--- config.mk ---
export PLATFORM = sky130hd
export DESIGN_NAME = bnn_feature_loader
export DESIGN_NICKNAME = d
export VERILOG_FILES = /design/src/rtl/bnn_feature_loader.sv
export SDC_FILE = /design/constraint.sdc
export NUM_CORES = 1
export LEC_CHECK = 0
export CAP_MARGIN = 20
export CORE_ASPECT_RATIO = 0.7
export CORE_MARGIN = 4
export CORE_UTILIZATION = 49
export CTS_CLUSTER_DIAMETER = 80
export DETAILED_ROUTE_END_ITERATION = 6
export PLACE_DENSITY = 0.84
export SETUP_SLACK_MARGIN = 0.4
export SLEW_MARGIN = 10
export SYNTH_ARGS = -nofsm -noshare
export SYNTH_HDL_FRONTEND = slang
export SYNTH_SLANG_ARGS = --single-unit
--- constraint.sdc ---
create_clock -name clk -period 2.77 [get_ports clk]
set_input_delay 0.554 -clock clk [delete_from_list [all_inputs] [get_ports clk]]
set_output_delay 0.554 -clock clk [all_outputs]
set_load 0.02 [all_outputs]
--- src/rtl/bnn_feature_loader.sv ---
// Front end of a sequential BNN core: quantizes raw beats, packs a frame, starts the core,
// then hands its prediction downstream. Define FEAT_ROUND_EN for round-half-up quantization.
module bnn_feature_loader #(
  parameter  int FEAT_CNT    = 11,
  parameter  int FEAT_BITS   = 4,
  parameter  int RAW_BITS    = 8,
  parameter  int CLASS_CNT   = 6,
  parameter  int HOLD_CYCLES = 48,
  localparam int PRED_W      = (CLASS_CNT > 1) ? $clog2(CLASS_CNT) : 1
) (
  input  logic                          clk,
  input  logic                          rst,
  input  logic                          in_valid,
  output logic                          in_ready,
  input  logic [RAW_BITS-1:0]           in_data,
  input  logic                          in_last,
  output logic [FEAT_CNT*FEAT_BITS-1:0] features,
  output logic                          bnn_start,
  input  logic [PRED_W-1:0]             prediction,
  output logic                          pred_valid,
  input  logic                          pred_ready,
  output logic [PRED_W-1:0]             pred_out,
  output logic                          frame_err
);

  localparam int IDX_W  = (FEAT_CNT > 1) ? $clog2(FEAT_CNT) : 1;
  localparam int HOLD_W = (HOLD_CYCLES > 1) ? $clog2(HOLD_CYCLES) : 1;
  localparam logic [IDX_W-1:0]  LAST_IDX  = IDX_W'(FEAT_CNT - 1);
  localparam logic [HOLD_W-1:0] HOLD_LOAD = HOLD_W'(HOLD_CYCLES - 1);

  typedef enum logic [1:0] {
    S_LOAD   = 2'd0,
    S_RUN    = 2'd1,
    S_RESULT = 2'd2
  } state_t;

  state_t                             r_state;
  logic [IDX_W-1:0]                   r_idx;
  logic [HOLD_W-1:0]                  r_hold;
  logic [FEAT_CNT-1:0][FEAT_BITS-1:0] r_features;
  logic                               r_in_ready;
  logic                               r_bnn_start;
  logic                               r_pred_valid;
  logic [PRED_W-1:0]                  r_pred_out;
  logic                               r_frame_err;

  logic [FEAT_BITS-1:0] w_q;
  logic                 w_unused_raw;
  logic                 w_last_idx;

  // Low raw bits only feed the rounding variant; fold them so they are not left dangling.
  assign w_unused_raw = ^in_data;
  assign w_last_idx   = (r_idx == LAST_IDX);

`ifdef FEAT_ROUND_EN
  if (RAW_BITS > FEAT_BITS) begin : g_round
    logic [FEAT_BITS:0] w_sum;
    assign w_sum = {1'b0, in_data[RAW_BITS-1 -: FEAT_BITS]}
                 + (FEAT_BITS+1)'(in_data[RAW_BITS-FEAT_BITS-1]);
    // The extra sum bit flags overflow; clamp to all-ones instead of wrapping.
    assign w_q = w_sum[FEAT_BITS] ? '1 : w_sum[FEAT_BITS-1:0];
  end else begin : g_pass
    assign w_q = in_data[RAW_BITS-1 -: FEAT_BITS];
  end
`else
  assign w_q = in_data[RAW_BITS-1 -: FEAT_BITS];
`endif

  always_ff @(posedge clk or negedge rst) begin
    if (!rst) begin
      r_state      <= S_LOAD;
      r_idx        <= '0;
      r_hold       <= '0;
      r_features   <= '0;
      r_in_ready   <= 1'b0;
      r_bnn_start  <= 1'b0;
      r_pred_valid <= 1'b0;
      r_pred_out   <= '0;
      r_frame_err  <= 1'b0;
    end else begin
      // NOTE: pulse outputs default low each cycle; only the branch that fires them sets them.
      r_bnn_start <= 1'b0;
      r_frame_err <= 1'b0;
      unique case (r_state)
        S_LOAD: begin
          r_in_ready <= 1'b1;
          if (in_valid && r_in_ready) begin
            if (w_last_idx && in_last) begin
              r_features[r_idx] <= w_q;
              r_idx             <= '0;
              r_in_ready        <= 1'b0;
              r_bnn_start       <= 1'b1;
              r_state           <= S_RUN;
            end else if (w_last_idx || in_last) begin
              r_frame_err <= 1'b1;
              r_idx       <= '0;
            end else begin
              r_features[r_idx] <= w_q;
              r_idx             <= r_idx + IDX_W'(1);
            end
          end
        end
        S_RUN: begin
          // The start cycle itself arms the counter, so sampling lands HOLD_CYCLES later.
          if (r_bnn_start) begin
            r_hold <= HOLD_LOAD;
          end else if (r_hold == '0) begin
            r_pred_out   <= prediction;
            r_pred_valid <= 1'b1;
            r_state      <= S_RESULT;
          end else begin
            r_hold <= r_hold - HOLD_W'(1);
          end
        end
        S_RESULT: begin
          if (pred_ready) begin
            r_pred_valid <= 1'b0;
            r_in_ready   <= 1'b1;
            r_state      <= S_LOAD;
          end
        end
        default: r_state <= S_LOAD;
      endcase
    end
  end

  assign in_ready   = r_in_ready;
  assign features   = r_features;
  assign bnn_start  = r_bnn_start;
  assign pred_valid = r_pred_valid;
  assign pred_out   = r_pred_out;
  assign frame_err  = r_frame_err;

endmodule
==> impl_results.md <==
- Yosys reg bits: 63
- Critical path class: reg -> reg
- Synth Area per Inst: 13.2 um2
- Full die area: 6920 um2
- Ys Warns: 0
- WL/cell: 16.7 um
- Final Critical Period: 2.17 ns
- Commonest non-fill, non-tap cell in the layout: dfrtp_1
- Commonest non-fill, non-tap cells in the layout: dfrtp_1 (63), clkdlybuf4s50_1 (61), mux2_2 (47)
- Area Growth Syn to Fin: 33.3%
- Critical path's largest stage delay: 0.45 ns
- Hpwl dp: 4.30 mm
- DR iter-0 viols: 108
- Slowest-stage cell, CP: dfrtp_1
- Global-route wire length before repair: 9.85 mm
- Final Cycle Share: 0.784
- WP data arrival: 2.39 ns
- CTS tree: built
- Number of global-route vias before repair: 1,944
- Cells after Synth: 209
- Slew HR: 0.511
- Max Slew Vio Count: 0
- Max Buffers Root-to-Sink: 2
- Post-synth EDFFs: 0
- # Post-CTS Setup Buffers: 0
- Clock Skews: 0.0102 ns
- Cells along the critical path: inv_1 > ha_1 > nand3b_1 > ha_1 > and4b_1 > nand3_1 > mux2_2
- Worst min path class: in -> async
- Worst Path Required: 2.99 ns
- Launching point of the worst reg2reg path: r_idx[0]$_DFFE_PN0P_
- Largest net degree at the start of global routing: 34
- WHS: 0.273 ns
- Post-synth cell types: 40
- Port-buffer cells: 62
- GRT busiest layer: met2
- Die height: 70.8 um
- R2r setup slk: 0.60 ns
- Clk slew on worst S/H paths: 0.06 ns
- CORE AREA: 5340 um2
- # hold bufs at CTS: 0
- Die W: 97.7 um
- Htree depth: 3
- Cell count of the worst reg-to-reg path: 7
- Final setup fails: 0
- RSZ-0062 raised after global routing: false
- Seq/Total Area, Yosys: 0.571
- Met3 usage: 0.0552
- Ports: 67
- Clk sinks: 63
- Grt met2 use: 0.274
- DRC Markers: 0
- Pwr dens: 775 nW/um2
- Setup TNS: 0 ns
- # nets final: 298
- N_diodes: 0
- Initial antenna violation count: 0
- CP startpoint kind: flop
- Area of the multi-input gates: 1110 um2
- Initial Util: 0.517
- Ys flop type: dfrtp_1
- GR Util All Layers: 0.181
- Mapped Area: 2760 um2
- Mapped Nets: 232
- Vias per Instance: 5.40
- Vias post-DR: 1,900
- CP most frequent cell: ha_1
- Maximum clock frequency: 460 MHz
- Status: completed
- Num rows: 22
- Static leakage power: 1.69 nW
- DRT antenna net count: 0
- Final Power: 2.86 mW
- R2r endpoint: features[39]$_DFFE_PN0P_
- Grt ovf: 0
- Max Cap Viol: 0
- CTS Buf Count: 9
- Root Buffer Master: clkbuf_8
- DRT Pass-1 Iters: 4
- Post-CTS Resized: 0
- Placer Congestion: 0.853
- Async set-reset flop share out of synthesis: 1.00
- Core Util, Final: 0.690
- Actual slew at the worst max-slew pin: 0.734 ns
- Filler Cell Count: 390
- Met1 usage: 0.248
- Storage cell area: 1580 um2
- Peak supply drop: 0.431 mV
- Fraction of layout instances using a drive strength above 1: 0.254
- Crit path max fanout: 6
- Worst-Skew Late Latency: 0.34 ns
- Routed WL: 5.87 mm
- Critical path endpoint category: flop
- Hold Fails Final Rpt: 0
## cell type report
cell class / count / share of cell area
clock buffers: 11 / 0.0384
clock inverters: 5 / 0.0221
inverters: 10 / 0.0102
multi-input cells: 127 / 0.302
flip-flops and latches: 63 / 0.428
well taps: 72 / 0.0245
repair buffers: 64 / 0.175
## metal layers
metal  routed length, um  vias up
met4                  84        0
met3                 326        8
met1                2690      957
met2                2760       55
li1                    -      880
met5                   0        -
## critical path, delay by kind of cell, from the launching register on
family / cells / cell delay [ns]
adders and majority gates: 2 / 0.53
buffers and inverters: 1 / 0.12
DFF: 1 / 0.45
muxes: 1 / 0.33
and+or+nand+nor: 3 / 0.63
## state kept, by name, summed over array words and instances (netlist names)
name,flops
bnn_start,1
features,44
frame_err,1
in_ready,1
pred_out,3
pred_valid,1
r_hold,6
r_idx,4
r_state,2
## cell usage after synthesis (all sizes together) (2+ instances only)
| library cell | number | area [um2] |
|---|---|---|
| mux2 | 47 | 529 |
| inv | 10 | 37.5 |
| nor4bb | 2 | 20.0 |
| buf | 5 | 25.0 |
| clkbuf | 4 | 15.0 |
| nor4 | 2 | 18.8 |
| o2bb2ai | 2 | 17.5 |
| or3 | 2 | 12.5 |
| nand2b | 3 | 18.8 |
| nor2 | 2 | 7.51 |
| nor3 | 2 | 20.0 |
| o21ai | 6 | 30.0 |
| a21oi | 4 | 20.0 |
| o31ai | 2 | 15.0 |
| nor2b | 4 | 25.0 |
| ha | 7 | 87.6 |
| nor3b | 3 | 22.5 |
| nand3 | 7 | 40.0 |
| and4b | 3 | 30.0 |
| dfrtp | 63 | 1580 |
| nand2 | 12 | 45.0 |
## worst max path at each step
| stage | from | end | slack, ns |
|---|---|---|---|
| global route | r_idx[0]$_DFFE_PN0P_ | features[37]$_DFFE_PN0P_ | 0.45 |
| CTS | r_idx[0]$_DFFE_PN0P_ | features[13]$_DFFE_PN0P_ | 0.49 |
| global placement | in_last | features[12]$_DFFE_PN0P_ | 0.28 |
| detailed placement | in_last | features[13]$_DFFE_PN0P_ | 0.20 |
| floorplan | r_idx[0]$_DFFE_PN0P_ | features[12]$_DFFE_PN0P_ | 0.80 |
| finish | r_idx[0]$_DFFE_PN0P_ | features[39]$_DFFE_PN0P_ | 0.60 |
## through the flow
stage	setup WS, ns	instances	area, um2
after floorplan	0.797	209	2760
after global placement	0.277	336	3460
after detailed placement	0.200	336	3460
after CTS	0.493	352	3680
after global routing	0.450	352	3680
final	0.598	352	3680
## report_power, final
group	internal, mW	total (mW)	switching (mW)	leakage [nW]
logic	0.421	0.795	0.374	0.747
registers	1.09	1.19	0.102	0.829
clock network	0.531	0.871	0.340	0.110
## kinds of logic after synthesis
group	after synthesis	synth area share
AOI/OAI and AO/OA	24	0.0611
adders and majority gates	7	0.0317
buffers and inverters	19	0.0281
DFF	63	0.571
muxes	48	0.195
and+or+nand+nor	48	0.113
(Power assumes the default switching activity.)
